--- config.mk ---
export PLATFORM = sky130hd
export DESIGN_NAME = phase_clock_gen
export DESIGN_NICKNAME = d
export VERILOG_FILES = /design/src/rtl/phase_clock_gen.sv
export SDC_FILE = /design/constraint.sdc
export NUM_CORES = 1
export LEC_CHECK = 0
export ABC_CLOCK_PERIOD_IN_PS = 5930
export CORE_MARGIN = 2
export CORE_UTILIZATION = 39
export CTS_BUF_LIST = sky130_fd_sc_hd__clkbuf_4 sky130_fd_sc_hd__clkbuf_8
export DETAILED_ROUTE_END_ITERATION = 16
export PLACE_DENSITY = 0.74
export SYNTH_ARGS = -nofsm -noshare
export SYNTH_HDL_FRONTEND = slang
export SYNTH_SLANG_ARGS = --single-unit
--- constraint.sdc ---
create_clock -name clkIn -period 5.93 [get_ports clkIn]
set_clock_uncertainty 0.15 [all_clocks]
set_input_delay 1.4825 -clock clkIn [delete_from_list [all_inputs] [get_ports clkIn]]
set_output_delay 1.4825 -clock clkIn [all_outputs]
set_load 0.01 [all_outputs]
--- src/rtl/phase_clock_gen.sv ---
// Multi-phase clock-enable generator: rotates NUM_PHASES non-overlapping phase
// enables, each held for max(divide,1) cycles, optionally followed by GAP_CYCLES idle cycles.
module phase_clock_gen #(
    parameter int NUM_PHASES = 2,
    parameter int DIV_WIDTH  = 8,
    parameter int GAP_CYCLES = 0
) (
    input  logic                  clkIn,
    input  logic                  reset,
    input  logic                  enable,
    input  logic [DIV_WIDTH-1:0]  divide,
    output logic [NUM_PHASES-1:0] phase,
    output logic [NUM_PHASES-1:0] phaseStart,
    output logic                  cycleDone,
    output logic                  running
);
    localparam int IDX_W = (NUM_PHASES > 1) ? $clog2(NUM_PHASES) : 1;
    localparam int GAP_W = (GAP_CYCLES > 1) ? $clog2(GAP_CYCLES) : 1;
    localparam logic [NUM_PHASES-1:0] PHASE_ONE = NUM_PHASES'(1);

    typedef enum logic [1:0] {IDLE, ACTIVE, GAP} state_t;

    state_t                  state_reg, state_next;
    logic [IDX_W-1:0]        idx_reg, idx_next;
    logic [DIV_WIDTH-1:0]    cnt_reg, cnt_next;
    logic [GAP_W-1:0]        gcnt_reg, gcnt_next;
    logic [NUM_PHASES-1:0]   phase_reg, phase_next;
    logic [NUM_PHASES-1:0]   start_reg, start_next;
    logic                    done_reg, done_next;
    logic                    running_reg, running_next;

    logic [DIV_WIDTH-1:0]    cnt_load;
    logic                    last_idx;
    logic [IDX_W-1:0]        idx_adv;
    logic                    do_adv;

    // divide==0 behaves like divide==1, so the reload value is divide-1 clamped at 0
    assign cnt_load = (divide == '0) ? '0 : divide - DIV_WIDTH'(1);
    assign last_idx = (idx_reg == IDX_W'(NUM_PHASES - 1));
    assign idx_adv  = last_idx ? '0 : idx_reg + IDX_W'(1);

    always_comb begin
        state_next   = state_reg;
        idx_next     = idx_reg;
        cnt_next     = cnt_reg;
        gcnt_next    = gcnt_reg;
        phase_next   = phase_reg;
        start_next   = '0;
        done_next    = 1'b0;
        running_next = running_reg;
        do_adv       = 1'b0;

        case (state_reg)
            IDLE: begin
                phase_next   = '0;
                running_next = 1'b0;
                if (enable) begin
                    state_next   = ACTIVE;
                    idx_next     = '0;
                    phase_next   = PHASE_ONE;
                    start_next   = PHASE_ONE;
                    running_next = 1'b1;
                    cnt_next     = cnt_load;
                end
            end
            ACTIVE: begin
                if (cnt_reg != '0) begin
                    cnt_next = cnt_reg - DIV_WIDTH'(1);
                end else if (GAP_CYCLES > 0) begin
                    state_next = GAP;
                    phase_next = '0;
                    gcnt_next  = GAP_W'(GAP_CYCLES - 1);
                end else begin
                    do_adv = 1'b1;
                end
            end
            GAP: begin
                if (gcnt_reg != '0) begin
                    gcnt_next = gcnt_reg - GAP_W'(1);
                end else begin
                    do_adv = 1'b1;
                end
            end
            default: begin
                state_next   = IDLE;
                phase_next   = '0;
                running_next = 1'b0;
            end
        endcase

        // Enable is only consulted at the wrap, so a stop always finishes the rotation
        if (do_adv) begin
            idx_next  = idx_adv;
            done_next = last_idx;
            if (last_idx && !enable) begin
                state_next   = IDLE;
                phase_next   = '0;
                running_next = 1'b0;
            end else begin
                state_next = ACTIVE;
                phase_next = PHASE_ONE << idx_adv;
                start_next = PHASE_ONE << idx_adv;
                cnt_next   = cnt_load;
            end
        end
    end

    always_ff @(posedge clkIn) begin
        if (reset) begin
            state_reg   <= IDLE;
            idx_reg     <= '0;
            cnt_reg     <= '0;
            gcnt_reg    <= '0;
            phase_reg   <= '0;
            start_reg   <= '0;
            done_reg    <= 1'b0;
            running_reg <= 1'b0;
        end else begin
            state_reg   <= state_next;
            idx_reg     <= idx_next;
            cnt_reg     <= cnt_next;
            gcnt_reg    <= gcnt_next;
            phase_reg   <= phase_next;
            start_reg   <= start_next;
            done_reg    <= done_next;
            running_reg <= running_next;
        end
    end

    assign phase      = phase_reg;
    assign phaseStart = start_reg;
    assign cycleDone  = done_reg;
    assign running    = running_reg;
endmodule

# ---- Word level (Yosys, flattened, before mapping)
# Cells that the tools add are included.
dict set report classes {
  magnitude_cmp 0
  reduce_logical 11
  n_addsub 4
  n_mul 0
  div_mod_pow 0
  n_mux 29
  n_bitwise 1
  shifts 1
  eq_ne 4
}
# cell n
set ops {}
lappend ops {{2-to-1 mux 8 bit} 5}
lappend ops {{case mux 8 bit (2 select lines)} 1}
lappend ops {{subtractor 8 x 1 -> 8 bit (second input constant)} 2}
lappend ops {{2-to-1 mux 1 bit} 13}
lappend ops {{2-to-1 mux 2 bit} 6}
lappend ops {{logical NOT 8 bit} 1}
lappend ops {{case mux 2 bit (2 select lines)} 2}
lappend ops {{nonzero test 8 bit} 1}
lappend ops {{case mux 1 bit (2 select lines)} 2}
lappend ops {{AND reduction 2 bit} 2}
lappend ops {{nonzero test 2 bit} 2}
lappend ops {{OR reduction 2 bit} 2}
lappend ops {{!= test 3 bit (second input constant)} 1}
lappend ops {{== test 2 x 1 -> 1 bit (second input constant)} 1}
lappend ops {{== test 2 bit (second input constant)} 1}
lappend ops {{logical NOT 2 bit} 1}
lappend ops {{!= test 2 x 1 -> 1 bit (second input constant)} 1}
lappend ops {{left shift 1 x 1 -> 2 bit (first input constant)} 1}
lappend ops {{adder 1 bit (second input constant)} 1}
lappend ops {{logical AND 1 bit} 1}
lappend ops {{logical NOT 1 bit} 1}
lappend ops {{inverter 1 bit} 1}
lappend ops {{subtractor 1 bit (second input constant)} 1}
dict set report totals {
  mem_bits_ro 0
  ramBits 0
  n_memories 0
  latchBits 0
  register_bits 18
  elab_cells 58
}

# ---- Longest topological paths before layout
# Gate-level depths: netlist of the first run.
dict set report logic_depth {
  ltp_word 6
  mapped_depth 7
  ltp_nobuf 6
}

# ---- Worst setup path before layout of the first run
# OpenSTA, ideal clock, no wires.
dict set report synth_timing {
  path_kind {input port to flip-flop}
  from {in divide[0]}
  to {reg cnt_reg[5]}
  cell_stages 5
  path_buffers 0
  setup_slack_ns 3.184
  arrival_ns 2.490
  setup_ns 0.106
  path_cell_list {inv_1 -> ha_1 -> a32oi_1 -> nand2_1 -> o311ai_0}
}
dict set report synth_via {
  elab_chain_cells 6
  elab_cells_between_ends 7
}
# item line_no
set synth_lines {}
lappend synth_lines {{start: declaration} 11} ;# input logic [DIV_WIDTH-1:0] divide,
lappend synth_lines {{subtractor 8 x 1 -> 8 bit / logical NOT 8 bit (equally long branches)} 38} ;# assign cnt_load = (divide == '0) ? '0 : divide - DIV_WIDTH'(1);
lappend synth_lines {{2-to-1 mux 8 bit *} 38}
lappend synth_lines {{2-to-1 mux 8 bit} 57} ;# if (enable) begin
lappend synth_lines {{case mux 8 bit (2 select lines)} 53} ;# case (state_reg)
lappend synth_lines {{2-to-1 mux 8 bit} 95} ;# if (last_idx && !enable) begin
lappend synth_lines {{2-to-1 mux 8 bit *} 92} ;# if (do_adv) begin
lappend synth_lines {{end signal: assignment} 121} ;# cnt_reg <= cnt_next;
lappend synth_lines {{end: declaration} 25} ;# logic [DIV_WIDTH-1:0] cnt_reg, cnt_next;
# Every way passes the cells marked *; elsewhere a longest branch is shown, timed or not.
# A chain may end at the register's enable or synchronous reset.

# ---- Worst setup path after layout of the first run
dict set report layout_timing {
  from {in divide[4]}
  to {reg cnt_reg[7]}
}
# Same word-level chain as after synthesis.

==> results by group, run 1 <==
Run
  – Max Cap Viol: 0

Placed design
  – Final HPWL DP: 1750 µm
  – Placed Cells: 157
  – Place WS: approximately 2.5 ns
  – Final Wtd Congestion: ~0.84
  – Placed Area: ~1100 µm²
  – IO Port Bufs: 16

Clock network
  – Root buf cell: clkbuf_4
  – Clock Sinks: 16
  – Clock latency on the worst-skew pair: approximately 0.29 ns
  – CTS Buf Count: 3
  – Hold_buf cts: 0
  – Clock Path Buffers: 2
  – TritonCTS clock tree: done
  – CTS clk-pin slew, worst paths: roughly 0.09 ns
  – Post-CTS Setup Inserts: 0
  – Htree depth: 1
  – # resized after CTS: 0

Critical path
  – CP Cell Sequence: clkdlybuf4s50_1 > nor4_1 > a32oi_1 > o211ai_1 > a41oi_2
  – Worst-path fanout max: 8
  – Crit start category: input pin
  – Critical path's largest stage delay: 0.49 ns
  – R2r endpoint: cnt_reg[5]
  – Setup CP Type: in2reg
  – Worst EP arrival: 3.16 ns
  – Reg2Reg Depth: 7
  – Critical path endpoint category: register
  – Data required time of the worst path: roughly 5.9 ns
  – CP max-delay cell: nor4_1
  – R2R Setup Slk: ~3.4 ns
  – Reg-to-Reg Start: cnt_reg[0]

Finish
  – Max FFs per register: 8
  – Finished layout cell area: 1170 µm²
  – P&R area growth vs syn: 22.2%
  – Proportion of layout cells with a drive suffix above 1: 0.0606
  – Nets: between 100 and 150
  – Non-Filler Instances: 160
  – Number of filler cells placed in the layout: ~220
  – Diode count: 0

Route
  – Vias per cell: 5.79
  – Post-Route WL: about 2300 µm
  – Pre-antenna DRT Iters: 4
  – DR WL/cell: approximately 14 µm
  – Via Count: roughly 930
  – Initial DRC count: 26
  – ANT nets after route: 0
  – # DRC: 0

Die
  – Core area: 2280 µm²
  – Die area: roughly 2900 µm²
  – Initial core utilization: 0.421
  – Site Rows: 17
  – Die Wd: ~54 µm
  – DIE HEIGHT: 53.5 µm
  – # IOs: 17

GRT
  – First-pass GRT wire length: approximately 3700 µm
  – Tot GR Track Use: 0.179
  – Vias in the first global route: 827
  – Gr ovfl total: 0
  – Initial antenna violation count: 0
  – Largest net degree at the start of global routing: 15

Timing
  – Tmin final: ~3.2 ns
  – FMAX: about 320 MHz
  – RSZ-0062 raised after global routing: false
  – Part of the cycle the worst path needs: 0.533
  – Pins over their slew limit: 0
  – Final WS setup: about 2.8 ns
  – Relative slew slack: 0.564
  – TNS Setup: 0 ns
  – Hold Vio Cnt, Final: 0
  – Slew @ Worst Pin: 0.648 ns
  – Final setup viols: 0

Synthesis
  – Post-Syn Area: roughly 960 µm²
  – Seq cells post-synth: 16
  – Sequential share of the synthesized area: 0.335
  – Yosys cell types: 38
  – Synth Area per Inst: 8.32 µm²
  – Net Count, Synth: 130
  – Post-Syn Instances: about 120
  – Syn. warnings: 0

Hold path
  – Hold path endpoint: phase[0]
  – Hold_sp: phase[0]
  – Worst min path class: reg2reg
  – Worst hold stages: 2

Pwr
  – Peak VDD IR: 0.131 mV
  – Power density over the cells: ~250 nW/µm²
  – Static leakage: between 0.4 and 0.5 nW

Status
  – Status: finished, final reports clean
[worst max-delay path: cells and delay by family]
kind | cells | cell delay, ns
compound gates | 3 | 0.70
buf+inv | 1 | 0.48
simple gates | 1 | 0.49
[kinds of logic (layout without fill, tap and decap cells)]
family / Yosys count / in the layout / share of synthesized area
XOR/XNOR: 7 / 7 / 0.0641
AO/OA/AOI/OAI: 27 / 27 / 0.212
flip-flops: 16 / 16 / 0.335
AND/OR/NAND/NOR: 50 / 50 / 0.293
buffers and inverters: 11 / 28 / 0.0444
adder cells (fa/ha/maj): 4 / 4 / 0.0523
[placed cells by master (no fill, tap or decap), types with 2 or more instances in the layout]
cell              n
dfxtp_1          16
clkdlybuf4s50_1  16
nor2_1            9
inv_1             8
nand3_1           8
a21oi_1           7
nand2_1           7
nor3_1            6
xor2_1            5
nor4_1            4
ha_1              4
a2bb2oi_1         3
nor3b_1           3
a21boi_0          3
clkbuf_4          3
xnor2_1           2
o21ai_0           2
a32oi_1           2
nor2b_1           2
and3b_1           2
o211ai_1          2
[through the flow]
step	hold slack [ns]	util	total power, W
floorplan	0.288	-	0.000208
global placement	0.326	0.504	0.000238
detailed placement	0.332	0.504	0.000241
CTS	0.345	0.514	0.000298
global route	0.382	0.514	0.000315
finish	0.343	0.514	0.000297
[cell usage after synthesis, drive strengths merged]
library cell  instances  area, µm²
nor4b                 1       8.76
or4b                  1       10.0
or4                   2       18.8
ha                    4       50.1
a21boi                3       22.5
and3b                 2       17.5
nor4                  4       25.0
xor2                  5       43.8
or3b                  1       8.76
nor2                  9       33.8
o32a                  1       10.0
a21oi                 7       35.0
a32oi                 2       17.5
dfxtp                16        320
and2                  1       6.26
nor3b                 3       22.5
o2111ai               1       8.76
nand2b                1       6.26
or3                   1       6.26
o31a                  1       10.0
a221oi                1       8.76
o211ai                2       15.0
buf                   1       5.00
a41oi                 1       16.3
nor2b                 2       12.5
inv                   8       30.0
nand3b                1       7.51
clkbuf                2       7.51
nor3                  6       30.0
o21ai                 2       10.0
nand2                 7       26.3
a2bb2oi               3       26.3
o311ai                1       8.76
o31ai                 1       7.51
xnor2                 2       17.5
nand3                 8       40.0
a31oi                 1       6.26
[layer usage]
metal	part of all wire	global-route usage	up-vias	wire length (µm)
met5	0	0	-	0
met2	0.48	0.305	40	1090
li1	-	-	463	-
met1	0.44	0.220	421	1000
met4	0.0066	0.0513	0	15
met3	0.068	0.0500	2	154
[where the power goes]
group / internal (W) / switching, W / leakage, nW
Clock: 0.0000236 / 0.0000337 / 0.0138
Sequential: 0.000119 / 0.0000158 / 0.132
Combinational: 0.0000527 / 0.0000516 / 0.290
[final cells by class]
class | count | area, µm² | area share
inverter | 8 | 30.0 | 0.0257
tap | 28 | 35.0 | 0.0299
clock buffer | 3 | 22.5 | 0.0193
timing repair buffer | 17 | 168 | 0.143
multi-input combinational | 88 | 594 | 0.508
sequential | 16 | 320 | 0.274
[worst max path at each step]
| stage | from | endpoint | slack, ns |
|---|---|---|---|
| 6_report | divide[4] | cnt_reg[7] | 2.77 |
| 5_1_grt | divide[0] | cnt_reg[7] | 2.63 |
| 4_1_cts | divide[0] | cnt_reg[7] | 2.78 |
| 3_5_place_dp | divide[0] | cnt_reg[5] | 2.48 |
| 3_3_place_gp | divide[4] | cnt_reg[7] | 2.54 |
| 2_1_floorplan | divide[0] | cnt_reg[5] | 3.18 |
No activity file was read; power rests on OpenSTA's default activity.
==> run 2, diff against run 1 <==
ABC_CLOCK_PERIOD_IN_PS = 2650   (was 5930)
PLACE_DENSITY = 0.76   (was 0.74)
clock period = 2.65 ns   (was 5.93 ns; I/O delays follow)
==> run 2 against run 1 <==
Compared with the run above: register-to-register slack worse by 3.1 ns; sequential share of layout area shrank 0.69 points; clock-buffer cell count unchanged; first-iteration DRC count shrank 31%; setup slack got worse by 2.4 ns; sequential power up 120%; cell count is 2.5% higher; global-route usage up 0.096 points; via count is 0.65% lower; critical path type unchanged.
==> results by group, run 2 (synthesis gave the netlist of run 1 again) <==
GRT
  – Vias in the first global route: between 800 and 900
  – Initial antenna violation count: 0
  – Tot GR Track Use: 0.180
  – Largest net degree at the start of global routing: 15
  – First-pass GRT wire length: about 3700 µm
  – Gr ovfl total: 0

Route
  – Pre-antenna DRT Iters: 4
  – Post-Route WL: 2090 µm
  – Vias per cell: between 5 and 6
  – # DRC: 0
  – ANT nets after route: 0
  – DR WL/cell: between 10 and 15 µm
  – Via Count: 920
  – Initial DRC count: 18

Timing
  – Worst hold slack: roughly 0.34 ns
  – Relative slew slack: 0.606
  – Slew @ Worst Pin: slightly below 0.6 ns
  – Tmin final: around 2.3 ns
  – RSZ-0062 raised after global routing: false
  – Pins over their slew limit: 0
  – Final setup viols: 0
  – TNS Setup: 0 ns
  – Part of the cycle the worst path needs: 0.867
  – Hold Vio Cnt, Final: 0
  – FMAX: approximately 440 MHz

Critical path
  – Critical path endpoint category: register
  – CP max-delay cell: a32oi_1
  – Data required time of the worst path: around 2.7 ns
  – CP Cell Sequence: clkdlybuf4s50_1 > inv_1 > ha_1 > a32oi_1 > o211ai_1 > a41oi_2
  – Crit start category: input pin
  – Setup CP Type: in2reg
  – Worst EP arrival: ~2.4 ns
  – Critical path's largest stage delay: approximately 0.50 ns
  – Worst-path fanout max: 8

Finish
  – Nets: 153
  – Proportion of layout cells with a drive suffix above 1: 0.0882
  – Number of filler cells placed in the layout: around 210
  – Max FFs per register: 8
  – Finished layout cell area: 1200 µm²
  – P&R area growth vs syn: 25.4%
  – Diode count: 0
  – Commonest non-fill, non-tap cells in the layout: dfxtp_1 (16), clkdlybuf4s50_1 (16), nor2_1 (9)

Hold path
  – Worst min path class: reg2reg

Status
  – Status: finished, final reports clean

Pwr
  – Register share of total power: 0.453
  – Power density over the cells: ~550 nW/µm²
  – Sw Pwr: roughly 0.00022 W
  – Gate power share: 0.353
  – Sw Ratio: 0.337
  – Clock power share: 0.194
  – Total power: about 0.00067 W
  – P_int: between 0.0004 and 0.0005 W
  – Peak VDD IR: between 0.2 and 0.3 mV
  – Static leakage: around 0.45 nW

Placed design
  – Final Wtd Congestion: roughly 0.88
  – Final HPWL DP: between 1500 and 2000 µm
  – IO Port Bufs: 16
  – Placed Area: between 1000 and 1500 µm²

Die
  – DIE HEIGHT: around 54 µm
  – Die area: 2870 µm²
  – Site Rows: 17
  – Initial core utilization: 0.421
  – Die Wd: about 54 µm
  – # IOs: 17
  – Core area: around 2300 µm²

Clock network
  – Root buf cell: clkbuf_4
  – CTS Buf Count: 3
  – Htree depth: 1
  – # resized after CTS: 0
  – Post-CTS Setup Inserts: 0
  – Clock Sinks: 16
  – TritonCTS clock tree: done
  – CTS clk-pin slew, worst paths: ~0.090 ns
  – Clock latency on the worst-skew pair: 0.30 ns
  – Clock Path Buffers: 2
  – Hold_buf cts: 0

Run
  – Max Cap Viol: 0
-- run 2: power groups by stage --
stage               clock [W]  sequential, W  combinational [W]
floorplan                   0       0.000298           0.000167
global placement            0       0.000304           0.000229
detailed placement          0       0.000306           0.000233
CTS                  0.000131       0.000300           0.000235
global route         0.000140       0.000307           0.000265
finish               0.000129       0.000301           0.000235
-- run 2: final timing paths --
| kind | start | end | slack [ns] | depth (start not counted) |
|---|---|---|---|---|
| max | divide[0] | cnt_reg[7] | 0.35 | 6 |
| min | phase[1] | phase[1] | 0.34 | 2 |
| max reg2reg | cnt_reg[5] | cnt_reg[7] | 0.36 | 4 |
| min reg2reg | phase[1] | phase[1] | 0.34 | 2 |
-- run 2: metrics by stage --
step                cells   util  setup slack, ns
floorplan             115      -            0.489
global placement      161  0.517            0.131
detailed placement    161  0.517           0.0230
CTS                   164  0.527            0.323
global route          164  0.527            0.177
finish                164  0.527            0.353
-- run 2: final cells by class --
cell class | count | area (µm²) | area share
Clock buffer | 3 | 22.5 | 0.0188
Inverter | 8 | 30.0 | 0.0250
Multi-Input combinational cell | 88 | 594 | 0.495
Sequential cell | 16 | 320 | 0.267
Tap cell | 28 | 35.0 | 0.0292
Timing Repair Buffer | 21 | 198 | 0.165
-- run 2: critical path, delay by kind of cell --
kind | cells | cell delay [ns]
fa+ha+maj | 1 | 0.20
buf+inv | 2 | 0.55
compound gates | 3 | 0.95
-- run 2: layer usage --
layer | vias to the layer above | global-route usage | share of wire
li1 | 472 | - | -
met1 | 416 | 0.209 | 0.46
met2 | 27 | 0.317 | 0.47
met3 | 5 | 0.0306 | 0.053
met4 | 0 | 0.0897 | 0.020
met5 | - | 0 | 0
==> run 3, diff against run 2 <==
ABC_CLOCK_PERIOD_IN_PS = 2510   (was 2650)
CTS_CLUSTER_DIAMETER = 150   (was default)
PLACE_DENSITY = 0.74   (was 0.76)
clock period = 2.51 ns   (was 2.65 ns; I/O delays follow)
==> run 3 against run 2 <==
Compared with the run above: clock power rose by 35%; sequential share of layout area fell by 1.1 points; sequential power rose by 5%; hold slack got worse by 0.0092 ns; critical path type is now reg2reg; critical endpoint unchanged; non-clock buffer count rose by 5; clock-buffer cell count rose by 1; die area did not move; core utilization rose by 2.3 points; power rose by 13%; combinational power rose by 13%; largest cell class unchanged; highest routed layer unchanged; cell count rose by 3.7%; global-route usage rose by 1.3 points.
==> results by group, run 3 (synthesis gave the netlist of run 1 again) <==
Die
  – # IOs: 17
  – Site Rows: 17
  – Initial core utilization: 0.421
  – Core area: ~2300 µm²
  – Die Wd: 53.5 µm
  – Die area: ~2900 µm²
  – DIE HEIGHT: 53.5 µm

Clock network
  – # resized after CTS: 0
  – TritonCTS clock tree: done
  – Root buf cell: clkbuf_4
  – Htree depth: 1
  – Hold_buf cts: 0
  – Clock Path Buffers: 2
  – Clock Sinks: 16
  – CTS Buf Count: 3
  – Post-CTS Setup Inserts: 0
  – Clock latency on the worst-skew pair: 0.29 ns
  – CTS clk-pin slew, worst paths: 0.10 ns

Critical path
  – Reg-to-Reg Start: cnt_reg[5]
  – Crit start category: register
  – Crit path from: cnt_reg[5]
  – Reg2Reg Depth: 4
  – R2R Setup Slk: between 0.2 and 0.25 ns
  – Worst-path fanout max: 5
  – Data required time of the worst path: ~2.6 ns
  – Worst EP arrival: 2.36 ns
  – R2r endpoint: cnt_reg[7]
  – Setup CP Type: reg2reg
  – Critical path endpoint category: register
  – CP Capture Point: cnt_reg[7]

GRT
  – Gr ovfl total: 0
  – M3 GR Usage: 0.0417
  – Vias in the first global route: around 900
  – Grt peak-use layer: met2
  – First-pass GRT wire length: 3960 µm
  – Largest net degree at the start of global routing: 14
  – Met1 global-route usage: 0.246
  – Tot GR Track Use: 0.193
  – Met2 global-route usage: 0.315
  – Initial antenna violation count: 0

Finish
  – Proportion of layout cells with a drive suffix above 1: 0.127
  – Commonest non-fill, non-tap cells in the layout: dfxtp_1 (16), clkdlybuf4s50_1 (16), buf_4 (10)
  – Diode count: 0
  – P&R area growth vs syn: 30.7%
  – Finished layout cell area: around 1300 µm²
  – Layout Utilization: 0.550
  – Max FFs per register: 8
  – Nets: about 160

Pwr
  – Register share of total power: 0.418
  – Sw Ratio: 0.330
  – Static leakage: between 0.4 and 0.5 nW
  – Sw Pwr: 0.000249 W
  – P_int: between 0.0005 and 0.0006 W
  – Gate power share: 0.351
  – Clock power share: 0.230
  – Peak VDD IR: around 0.34 mV
  – Power density over the cells: just over 600 nW/µm²

Hold path
  – Hold_sp: phase[0]
  – Worst min path class: reg2reg

Route
  – Post-Route WL: ~2300 µm
  – # DRC: 0
  – Pre-antenna DRT Iters: 4
  – ANT nets after route: 0
  – DR WL/cell: ~14 µm
  – Initial DRC count: 13
  – Via Count: slightly below 1000
  – Vias per cell: 5.66

Placed design
  – Final HPWL DP: approximately 1800 µm
  – Final Wtd Congestion: ~0.86
  – IO Port Bufs: 16
  – Place WS: 0.0668 ns
  – Placed Area: between 1000 and 1500 µm²

Timing
  – TNS Setup: 0 ns
  – Relative slew slack: 0.603
  – Final WS setup: around 0.22 ns
  – Tmin final: roughly 2.3 ns
  – Part of the cycle the worst path needs: 0.910
  – Final setup viols: 0
  – Pins over their slew limit: 0
  – RSZ-0062 raised after global routing: false
  – Slew @ Worst Pin: approximately 0.6 ns
  – Hold Vio Cnt, Final: 0
  – FMAX: around 440 MHz

Status
  – Status: finished, final reports clean

Run
  – Max Cap Viol: 0
-- run 3: changes by cell type in the layout (fill, tap and decap cells not counted), sizes merged --
cell / previous run / this run
buf: 5 / 10
clkbuf: 3 / 4
-- run 3: how the worst min path moves through the flow --
stage / to / slack, ns / cells after the start
finish: phase[0] / 0.33 / 2
floorplan: phaseStart[1] / 0.29 / 1
global placement: phase[1] / 0.32 / 2
CTS: phase[0] / 0.34 / 2
detailed placement: phase[0] / 0.32 / 2
global route: phase[0] / 0.35 / 2
-- run 3: per-layer routing --
layer / part of all wire / vias to the layer above
met5: 0 / -
met4: 0.013 / 0
met3: 0.031 / 5
met2: 0.48 / 16
met1: 0.48 / 456
li1: - / 486
-- run 3: cell type report --
class | instances | area (µm²)
flip-flops and latches | 16 | 320
well taps | 28 | 35.0
multi-input cells | 88 | 594
clock buffers | 4 | 36.3
repair buffers | 26 | 235
fillers | 213 | 1020
inverters | 8 | 30.0
-- run 3: power groups by stage --
stage          clock network, W  registers, W  logic (W)
6_report               0.000174      0.000316   0.000265
5_1_grt                0.000187      0.000321   0.000294
4_1_cts                0.000176      0.000315   0.000263
3_5_place_dp                  0      0.000321   0.000263
3_3_place_gp                  0      0.000318   0.000257
2_1_floorplan                 0      0.000315   0.000176
-- run 3: through the flow --
step,hold slack (ns),std cells,power [W]
6_report,0.334,170,0.000755
4_1_cts,0.339,170,0.000755
3_3_place_gp,0.321,166,0.000575
5_1_grt,0.351,170,0.000801
3_5_place_dp,0.325,166,0.000584
2_1_floorplan,0.288,115,0.000491
-- run 3: worst max-delay path, stage by stage, from the launching register on --
cell	delay [ns]
dfxtp_1	0.36
or4_4	0.58
or4_1	0.43
or4b_1	0.50
a41oi_2	0.18
